### config.mk
export PLATFORM = sky130hd
export DESIGN_NAME = axi_nport_bridge
export DESIGN_NICKNAME = d
export VERILOG_FILES = /design/src/rtl/axi_nport_bridge.sv
export SDC_FILE = /design/constraint.sdc
export NUM_CORES = 1
export LEC_CHECK = 0
export ABC_AREA = 1
export BUFFER_PORTS_ARGS = -buffer_cell sky130_fd_sc_hd__clkbuf_2
export CAP_MARGIN = 0
export CELL_PAD_IN_SITES_DETAIL_PLACEMENT = 1
export CELL_PAD_IN_SITES_GLOBAL_PLACEMENT = 2
export CORE_UTILIZATION = 17
export CTS_CLUSTER_SIZE = 25
export DETAILED_ROUTE_END_ITERATION = 12
export PLACE_DENSITY = 0.88
export SETUP_SLACK_MARGIN = 0.5
export SLEW_MARGIN = 20
export SYNTH_ARGS = -nofsm -noshare
export SYNTH_HDL_FRONTEND = slang
export SYNTH_SLANG_ARGS = --single-unit
### constraint.sdc
create_clock -name aclk -period 1.21 [get_ports aclk]
set_input_delay 0.121 -clock aclk [delete_from_list [all_inputs] [get_ports aclk]]
set_output_delay 0.121 -clock aclk [all_outputs]
set_load 0.01 [all_outputs]
### src/rtl/axi_nport_bridge.sv
// N-port SRAM-like to AXI master bridge: one transaction in flight, line-burst reads, strobed writes.
// Optional AXI_NPORT_RR_ARB_EN selects round-robin arbitration; otherwise lowest index wins.
module axi_nport_bridge #(
  parameter int unsigned NUM_PORTS  = 2,
  parameter int unsigned LINE_WORDS = 8,
  parameter int unsigned ID_W       = 4
) (
  input  logic                    aclk,
  input  logic                    aresetn,
  input  logic [NUM_PORTS-1:0]    req,
  input  logic [NUM_PORTS-1:0]    wr,
  input  logic [NUM_PORTS-1:0]    burst,
  input  logic [2*NUM_PORTS-1:0]  size,
  input  logic [32*NUM_PORTS-1:0] addr,
  input  logic [32*NUM_PORTS-1:0] wdata,
  output logic [31:0]             rdata,
  output logic [NUM_PORTS-1:0]    addr_ok,
  output logic [NUM_PORTS-1:0]    data_ok,
  output logic [ID_W-1:0]         arid,
  output logic [31:0]             araddr,
  output logic [7:0]              arlen,
  output logic [2:0]              arsize,
  output logic [1:0]              arburst,
  output logic [1:0]              arlock,
  output logic [3:0]              arcache,
  output logic [2:0]              arprot,
  output logic                    arvalid,
  input  logic                    arready,
  input  logic [ID_W-1:0]         rid,
  input  logic [31:0]             rdata_axi,
  input  logic [1:0]              rresp,
  input  logic                    rlast,
  input  logic                    rvalid,
  output logic                    rready,
  output logic [ID_W-1:0]         awid,
  output logic [31:0]             awaddr,
  output logic [7:0]              awlen,
  output logic [2:0]              awsize,
  output logic [1:0]              awburst,
  output logic [1:0]              awlock,
  output logic [3:0]              awcache,
  output logic [2:0]              awprot,
  output logic                    awvalid,
  input  logic                    awready,
  output logic [ID_W-1:0]         wid,
  output logic [31:0]             wdata_axi,
  output logic [3:0]              wstrb,
  output logic                    wlast,
  output logic                    wvalid,
  input  logic                    wready,
  input  logic [ID_W-1:0]         bid,
  input  logic [1:0]              bresp,
  input  logic                    bvalid,
  output logic                    bready
);

  localparam int unsigned IdxW     = (NUM_PORTS > 1) ? $clog2(NUM_PORTS) : 1;
  localparam logic [31:0] LineMask = ~((32'(LINE_WORDS) << 2) - 32'd1);

  typedef enum logic [2:0] {StIdle, StAr, StR, StAwW, StB} state_e;

  state_e          state_q, state_d;
  logic [IdxW-1:0] win, g_q;
  logic            any_req;
  logic            wr_q, burst_q;
  logic [1:0]      size_q;
  logic [31:0]     addr_q, wdata_q;
  logic            aw_done_q, w_done_q;
  logic [31:0]     rdata_q;
  logic [NUM_PORTS-1:0] data_ok_q;

  logic        sel_wr, sel_burst;
  logic [1:0]  sel_size;
  logic [31:0] sel_addr, sel_wdata;

  // Single outstanding transaction, so response IDs and status carry no information.
  logic unused_resp;
  assign unused_resp = ^{rid, rresp, bid, bresp};

`ifdef AXI_NPORT_RR_ARB_EN
  logic [IdxW-1:0] ptr_q;
  int unsigned     idx;

  always_comb begin
    win     = '0;
    any_req = 1'b0;
    idx     = 0;
    for (int unsigned i = 0; i < NUM_PORTS; i++) begin
      idx = 32'(ptr_q) + i;
      if (idx >= NUM_PORTS) idx = idx - NUM_PORTS;
      if (!any_req && req[idx]) begin
        any_req = 1'b1;
        win     = IdxW'(idx);
      end
    end
  end

  always_ff @(posedge aclk) begin
    if (!aresetn) begin
      ptr_q <= '0;
    end else if (state_q == StIdle && any_req) begin
      ptr_q <= (32'(win) == NUM_PORTS - 1) ? '0 : win + IdxW'(1);
    end
  end
`else
  always_comb begin
    win     = '0;
    any_req = 1'b0;
    for (int unsigned i = 0; i < NUM_PORTS; i++) begin
      if (!any_req && req[i]) begin
        any_req = 1'b1;
        win     = IdxW'(i);
      end
    end
  end
`endif

  always_comb begin
    sel_wr    = 1'b0;
    sel_burst = 1'b0;
    sel_size  = 2'd0;
    sel_addr  = '0;
    sel_wdata = '0;
    for (int unsigned i = 0; i < NUM_PORTS; i++) begin
      if (IdxW'(i) == win) begin
        sel_wr    = wr[i];
        sel_burst = burst[i];
        sel_size  = size[2*i +: 2];
        sel_addr  = addr[32*i +: 32];
        sel_wdata = wdata[32*i +: 32];
      end
    end
  end

  always_comb begin
    addr_ok = '0;
    if (aresetn && state_q == StIdle && any_req) addr_ok[win] = 1'b1;
  end

  always_comb begin
    state_d = state_q;
    unique case (state_q)
      StIdle:  if (any_req) state_d = sel_wr ? StAwW : StAr;
      StAr:    if (arready) state_d = StR;
      StR:     if (rvalid && rlast) state_d = StIdle;
      StAwW:   if ((aw_done_q || awready) && (w_done_q || wready)) state_d = StB;
      StB:     if (bvalid) state_d = StIdle;
      default: state_d = StIdle;
    endcase
  end

  always_ff @(posedge aclk) begin
    if (!aresetn) begin
      state_q   <= StIdle;
      g_q       <= '0;
      wr_q      <= 1'b0;
      burst_q   <= 1'b0;
      size_q    <= 2'd0;
      addr_q    <= '0;
      wdata_q   <= '0;
      aw_done_q <= 1'b0;
      w_done_q  <= 1'b0;
      rdata_q   <= '0;
      data_ok_q <= '0;
    end else begin
      state_q   <= state_d;
      data_ok_q <= '0;
      case (state_q)
        StIdle: begin
          if (any_req) begin
            g_q       <= win;
            wr_q      <= sel_wr;
            burst_q   <= sel_burst & ~sel_wr;
            // Size 3 is carried as a word access from here on.
            size_q    <= (sel_size == 2'd3) ? 2'd2 : sel_size;
            addr_q    <= sel_addr;
            wdata_q   <= sel_wdata;
            aw_done_q <= 1'b0;
            w_done_q  <= 1'b0;
          end
        end
        StR: begin
          if (rvalid) begin
            rdata_q        <= rdata_axi;
            data_ok_q[g_q] <= 1'b1;
          end
        end
        StAwW: begin
          if (awready) aw_done_q <= 1'b1;
          if (wready)  w_done_q  <= 1'b1;
        end
        StB: begin
          if (bvalid) data_ok_q[g_q] <= 1'b1;
        end
        default: ;
      endcase
    end
  end

  always_comb begin
    case (size_q)
      2'd0:    wstrb = 4'b0001 << addr_q[1:0];
      2'd1:    wstrb = 4'b0011 << {addr_q[1], 1'b0};
      default: wstrb = 4'b1111;
    endcase
  end

  assign arvalid = (state_q == StAr);
  assign arid    = ID_W'(g_q);
  assign araddr  = burst_q ? (addr_q & LineMask) : addr_q;
  assign arlen   = burst_q ? 8'(LINE_WORDS - 1) : 8'd0;
  assign arsize  = burst_q ? 3'b010 : {1'b0, size_q};
  assign arburst = 2'b01;
  assign arlock  = 2'b00;
  assign arcache = 4'd0;
  assign arprot  = 3'd0;
  assign rready  = (state_q == StR);

  assign awvalid   = (state_q == StAwW) && !aw_done_q;
  assign awid      = ID_W'(g_q);
  assign awaddr    = addr_q;
  assign awlen     = 8'd0;
  assign awsize    = {1'b0, size_q};
  assign awburst   = 2'b01;
  assign awlock    = 2'b00;
  assign awcache   = 4'd0;
  assign awprot    = 3'd0;
  assign wvalid    = (state_q == StAwW) && !w_done_q;
  assign wid       = ID_W'(g_q);
  assign wdata_axi = wdata_q;
  assign wlast     = 1'b1;
  assign bready    = (state_q == StB);

  assign rdata   = rdata_q;
  assign data_ok = data_ok_q;

  logic unused_wr;
  assign unused_wr = wr_q;

endmodule

-- After elaboration in Yosys (flattened, before gate mapping)
Cells that the tools add are included.
- register bits: 107
- bits of input ports: 190
- output and inout bits: 198
- logic and storage cells: 86
- order comparisons: 4
- equality and inequality tests: 13
- shifts and indexed selects: 2
- mux-type cells: 33
- bitwise gates (word level): 2
- reductions and logical operators: 22
- operator list (kind ; count):
    32-bit 2-to-1 mux ; 2
    3-bit 2-to-1 mux ; 6
    3-bit case mux with 5 select lines ; 1
    2-bit 2-to-1 mux ; 7
    1-bit 2-to-1 mux ; 10
    2-bit != test, second input constant ; 5
    1-bit logical AND ; 9
    4-bit case mux with 2 select lines ; 1
    3-bit by 2-bit == test with 1-bit output, second input constant ; 2
    3-bit AND reduction ; 2
    5-bit 2-to-1 mux ; 1
    5-bit AND reduction ; 1
    1-bit by 2-bit < comparator with 1-bit output, second input constant ; 2
    2-bit by 1-bit != test with 1-bit output, second input constant ; 2
    1-bit case mux with 2 select lines ; 2
    2-bit case mux with 2 select lines ; 1
    2-bit AND reduction ; 2
    1-bit by 2-bit left shift with 4-bit output, first input constant ; 1
    2-bit by 2-bit left shift with 4-bit output, first input constant ; 1
    3-bit by 1-bit == test with 1-bit output, second input constant ; 1
    3-bit == test, second input constant ; 1
    1-bit logical NOT ; 3
    3-bit logical NOT ; 1
    1-bit demux with 1-bit select ; 2
    other kinds (8) ; 10

-- Depth between registers and ports, before layout
- depth after elaboration: 9
- gate-level depth with buffers: 9
- depth with buffers taken out: 9

-- Worst setup path after synthesis
OpenSTA, ideal clock, no wires.
- path kind: flip-flop to flip-flop
- start: register state_q[1]
- end: register rdata_q[10], in the netlist rdata[10]
- library setup time: 0.116 ns
- arrival time: 1.195 ns
- required time: 1.094 ns
- setup slack: -0.100 ns
- stages on the path, launching flop included: 7
- buffers on the path: 1
- period minus slack after synthesis: 1.310 ns
- cell sequence: dfxtp_1 -> nand2_1 -> nor2_2 -> nand2_1 -> clkbuf_1 -> o21ai_0 -> nor2_1
- longest elaborated chain between the ends: 2
- ends and longest elaborated chain (what ; line ; source):
    start: declaration ; 62 ; state_e state_q, state_d;
    start signal: assignment ; 154 ; state_q <= StIdle;
    start signal: assignment ; 166 ; state_q <= state_d;
    3-bit by 2-bit == test with 1-bit output ; -- ;
    via rready ; 34 ; output logic rready,
    2-bit AND reduction (no source line) ; -- ;
    end signal: assignment ; 184 ; rdata_q <= rdata_axi;
    end: declaration ; 69 ; logic [31:0] rdata_q;
The timed path passes the listed nets, and every way through them passes these cells.
A chain may end at the register's enable or synchronous reset.

-- Worst setup path in the final report
- start: register state_q[2]
- end: output port addr_ok[0]
- longest elaborated chain between the ends: 4
- ends and longest elaborated chain (what ; line ; source):
    3-bit logical NOT ; 137 ; if (aresetn && state_q == StIdle && any_req) addr_ok[win] = 1'b1;
    1-bit logical AND (2 in a row) ; 137 ;
    2-bit 2-to-1 mux ; 137 ;
    end: declaration ; 17 ; output logic [NUM_PORTS-1:0] addr_ok,
Every way passes these cells.

==> impl_metrics.env <==
export IMPL_fp_dieW_um=172
export IMPL_routed_wl_um=31700
export IMPL_dpl_worst_slack_ns=-0.239
export IMPL_netlist_top_cells_count="164 x nand2_1, 124 x nand3_1, 107 x dfxtp_1, 89 x buf_4, 85 x nor2_1"
export IMPL_coreArea_um2=28600
export IMPL_netlist_area_um2=4940
export IMPL_dr_pass1_iters=4
export IMPL_finalCritPeriodShare_pct=136
export IMPL_hold_path_class="input pin to flip-flop"
export IMPL_ys_seq_area_share_pct=43.4
export IMPL_ys_ff_latch=107
export IMPL_n_fill_cell=3292
export IMPL_grt_first_pass_wirelength_um=34900
export IMPL_reg2reg_depth=10
export IMPL_setup_violations=119
export IMPL_synth_xor_area_share_pct=0
export IMPL_fin_nets=1370
export IMPL_initial_utilization_pct=17.3
export IMPL_final_max_slew_viol_count=0
export IMPL_p_per_area_nw_per_um2=1670
export IMPL_clkPwrFrac_pct=15.9
export IMPL_cts_htree_levels=3
export IMPL_num_rows=62
export IMPL_leakage_nw=5.95
export IMPL_hold_slack_ns=-0.00259
export IMPL_intPower_mw=11.4
export IMPL_period_needed_ns=1.64
export IMPL_synth_cell_types=20
export IMPL_cts_tree="built"
export IMPL_yosys_warnings=0
export IMPL_dpl_hpwl_um=14500
export IMPL_port_buffers=328
export IMPL_endpoint_kind="output port"
export IMPL_cts_reportedPaths_clkPinSlew_ns=0.09
export IMPL_ys_top_cells_by_area="dfxtp_1 43%, buf_4 14%, nand3_1 13%, nand2_1 12%, nor2_1 6.5%"
export IMPL_maxCapViolCount=0
export IMPL_hold_viol=1
export IMPL_fin_area_um2=11500
export IMPL_comb_power_share_pct=54.8
export IMPL_startpoint_type="flip-flop"
export IMPL_cp_endpoint="addr_ok[0]"
export IMPL_final_util_pct=40.0
export IMPL_outcome="complete, but fails checks"
export IMPL_synth_simple_area_share_pct=32.6
export IMPL_clock_sinks=107
export IMPL_multi_input_area_um2=3250
export IMPL_synthCells=681
export IMPL_ios=388
export IMPL_place_area_um2=6820
export IMPL_yosysTopAreaCell="dfxtp_1"
export IMPL_cp_arrival_ns=1.52
export IMPL_violations="hold timing, setup timing"
export IMPL_r2r_start="state_q[2]$_SDFFE_PN0P_"
export IMPL_drtIter0Drc=290
export IMPL_syn_avg_cell_area_um2=7.26
export IMPL_switchingPower_mw=7.78
export IMPL_crit_fanout=3
export IMPL_regArea_um2=2280
export IMPL_yosysMostFrequentCell="nand2_1"
export IMPL_ys_flop_type="dfxtp_1"
export IMPL_area_growth_pct=132
export IMPL_final_layout_size_suffix_gt1_share_pct=60.8
export IMPL_synth_compound_area_share_pct=5.29
export IMPL_synth_edf_count=0
export IMPL_gp_congestion=0.738
export IMPL_swShare_pct=40.5
export IMPL_wl_per_cell_um=20.2
export IMPL_muxShareOfSynthArea_pct=0
export IMPL_ant_nets=0
export IMPL_critical_path_startpoint="state_q[2]$_SDFFE_PN0P_"
export IMPL_cts_root_buffer="clkbuf_16"
export IMPL_die_area_um2=29800
export IMPL_grt_pass1_vias=6665
export IMPL_fmax_mhz=610
export IMPL_setup_slack_ns=-0.431
export IMPL_drc=0
export IMPL_rsz0062_at_grt="true"
export IMPL_path_class="flip-flop to output port"
export IMPL_synth_top_family_by_area="simple AND/OR/NAND/NOR gates"
export IMPL_grt_usage_pct=15.5
export IMPL_vias=6874
export IMPL_insertion_delay_ns=0.36
export IMPL_antenna_found_initial=2
export IMPL_dieHeight_um=172
export IMPL_ir_drop_mv=0.626
export IMPL_finClkSkew_ns=0.0141
export IMPL_numCtsBuffers=9
export IMPL_synth_top_cell_area_share_pct=43.4
export IMPL_viasPerCell=4.37
export IMPL_r2r_setup_slack_ns=-0.42
export IMPL_async_flop_share_pct=0
export IMPL_synth_fa_ha_area_share_pct=0
export IMPL_reg2reg_to="wdata_axi[23]$_SDFFE_PN0P_"
export IMPL_required_ns=1.09
export IMPL_pwr_share_seq_pct=29.3
export IMPL_clk_path_buf_depth=2
export IMPL_setup_tns_ns=-32.66
export IMPL_grt_max_degree=46
export IMPL_grt_overflow_total=0
-- worst min path at each step --
stage | start | to | slack [ns] | depth (start not counted)
floorplan | addr[42] | awaddr[10]$_SDFFE_PN0P_ | 0.23 | 2
global placement | addr[56] | awaddr[24]$_SDFFE_PN0P_ | 0.32 | 3
detailed placement | wdata[50] | wdata_axi[18]$_SDFFE_PN0P_ | 0.33 | 3
CTS | rdata_axi[9] | rdata[9]$_SDFFE_PN0P_ | 0.002 | 3
global route | rdata_axi[27] | rdata[27]$_SDFFE_PN0P_ | 0.006 | 3
finish | rdata_axi[20] | rdata[20]$_SDFFE_PN0P_ | -0.003 | 3
-- layout by cell type, fill, tap and decap left out, types with 3 or more instances in the layout --
master	n
a21oi_1	3
buf_12	17
buf_16	6
buf_2	10
buf_4	37
buf_6	104
buf_8	10
clkbuf_16	22
clkbuf_2	218
conb_1	47
dfxtp_1	48
dfxtp_2	35
dfxtp_4	24
diode_2	3
dlygate4sd3_1	144
inv_1	12
inv_2	7
inv_4	4
inv_6	3
nand2_1	77
nand2_2	16
nand2_4	71
nand3_1	67
nand3_2	57
nor2_1	50
nor2_2	19
nor2_4	20
o211ai_1	5
o21ai_0	4
o21ai_1	7
o21ai_2	26
-- layer usage --
layer	part of all wire, %	track usage (%)
met5	0	0
met4	5.5	8.35
met3	5.9	3.07
met2	54	29.6
met1	35	15.6
-- worst max-delay path: stages, from the launching register on --
cell     delay [ns]
dfxtp_2        0.34
nor2_4         0.13
nand2_2        0.08
nor2_4         0.15
nand2_2        0.09
nor2_4         0.13
buf_12         0.13
buf_6          0.10
-- layout make-up --
cell class | count | area share [%]
Multi-Input combinational cell | 477 | 28.3
Sequential cell | 107 | 19.9
Clock buffer | 9 | 1.97
Clock inverter | 7 | 0.513
Inverter | 25 | 1.06
Antenna cell | 3 | 0.0655
Timing Repair Buffer | 560 | 44.0
Tap cell | 384 | 4.19
-- flip-flops by register name (all words and copies together), names as in the netlist --
signal / cells
w_done_q: 1
awaddr: 32
aw_done_q: 1
wdata_axi: 32
state_q: 3
size_q: 2
rdata: 32
burst_q: 1
g_q: 1
data_ok: 2
-- stage by stage --
step,hold slack [ns],cells,power (mW)
final,-0.00259,1572,19.2
after global routing,0.00596,1571,20.2
after CTS,0.00174,1528,15.5
after detailed placement,0.326,1353,11.1
after global placement,0.319,1353,11.0
after floorplan,0.234,726,8.61
-- logic make-up (layout without fill, tap and decap cells) --
group                  after synthesis  in the layout
AO/OA/AOI/OAI                       49             49
buffers and inverters              142            601
flip-flops                         107            107
other                                2             50
AND/OR/NAND/NOR                    381            381
-- what timing repair did --
item,4_1_cts,5_1_grt
pin swaps,9,109
endpoints found under the setup margin,258,258
hold buffers,144,0
endpoints found under the hold margin,85,0
setup buffers,8,25
resized for setup,55,625
cloned,7,16
-- power by group through the flow --
| stage | clock network [mW] | registers, mW | logic [mW] |
|---|---|---|---|
| after detailed placement | 0 | 5.23 | 5.87 |
| final | 3.04 | 5.63 | 10.5 |
| after global placement | 0 | 5.18 | 5.81 |
| after floorplan | 0 | 5.53 | 3.09 |
| after CTS | 3.18 | 5.18 | 7.10 |
| after global routing | 3.29 | 5.73 | 11.2 |
Note: power is estimated with default switching activity, not from simulation.
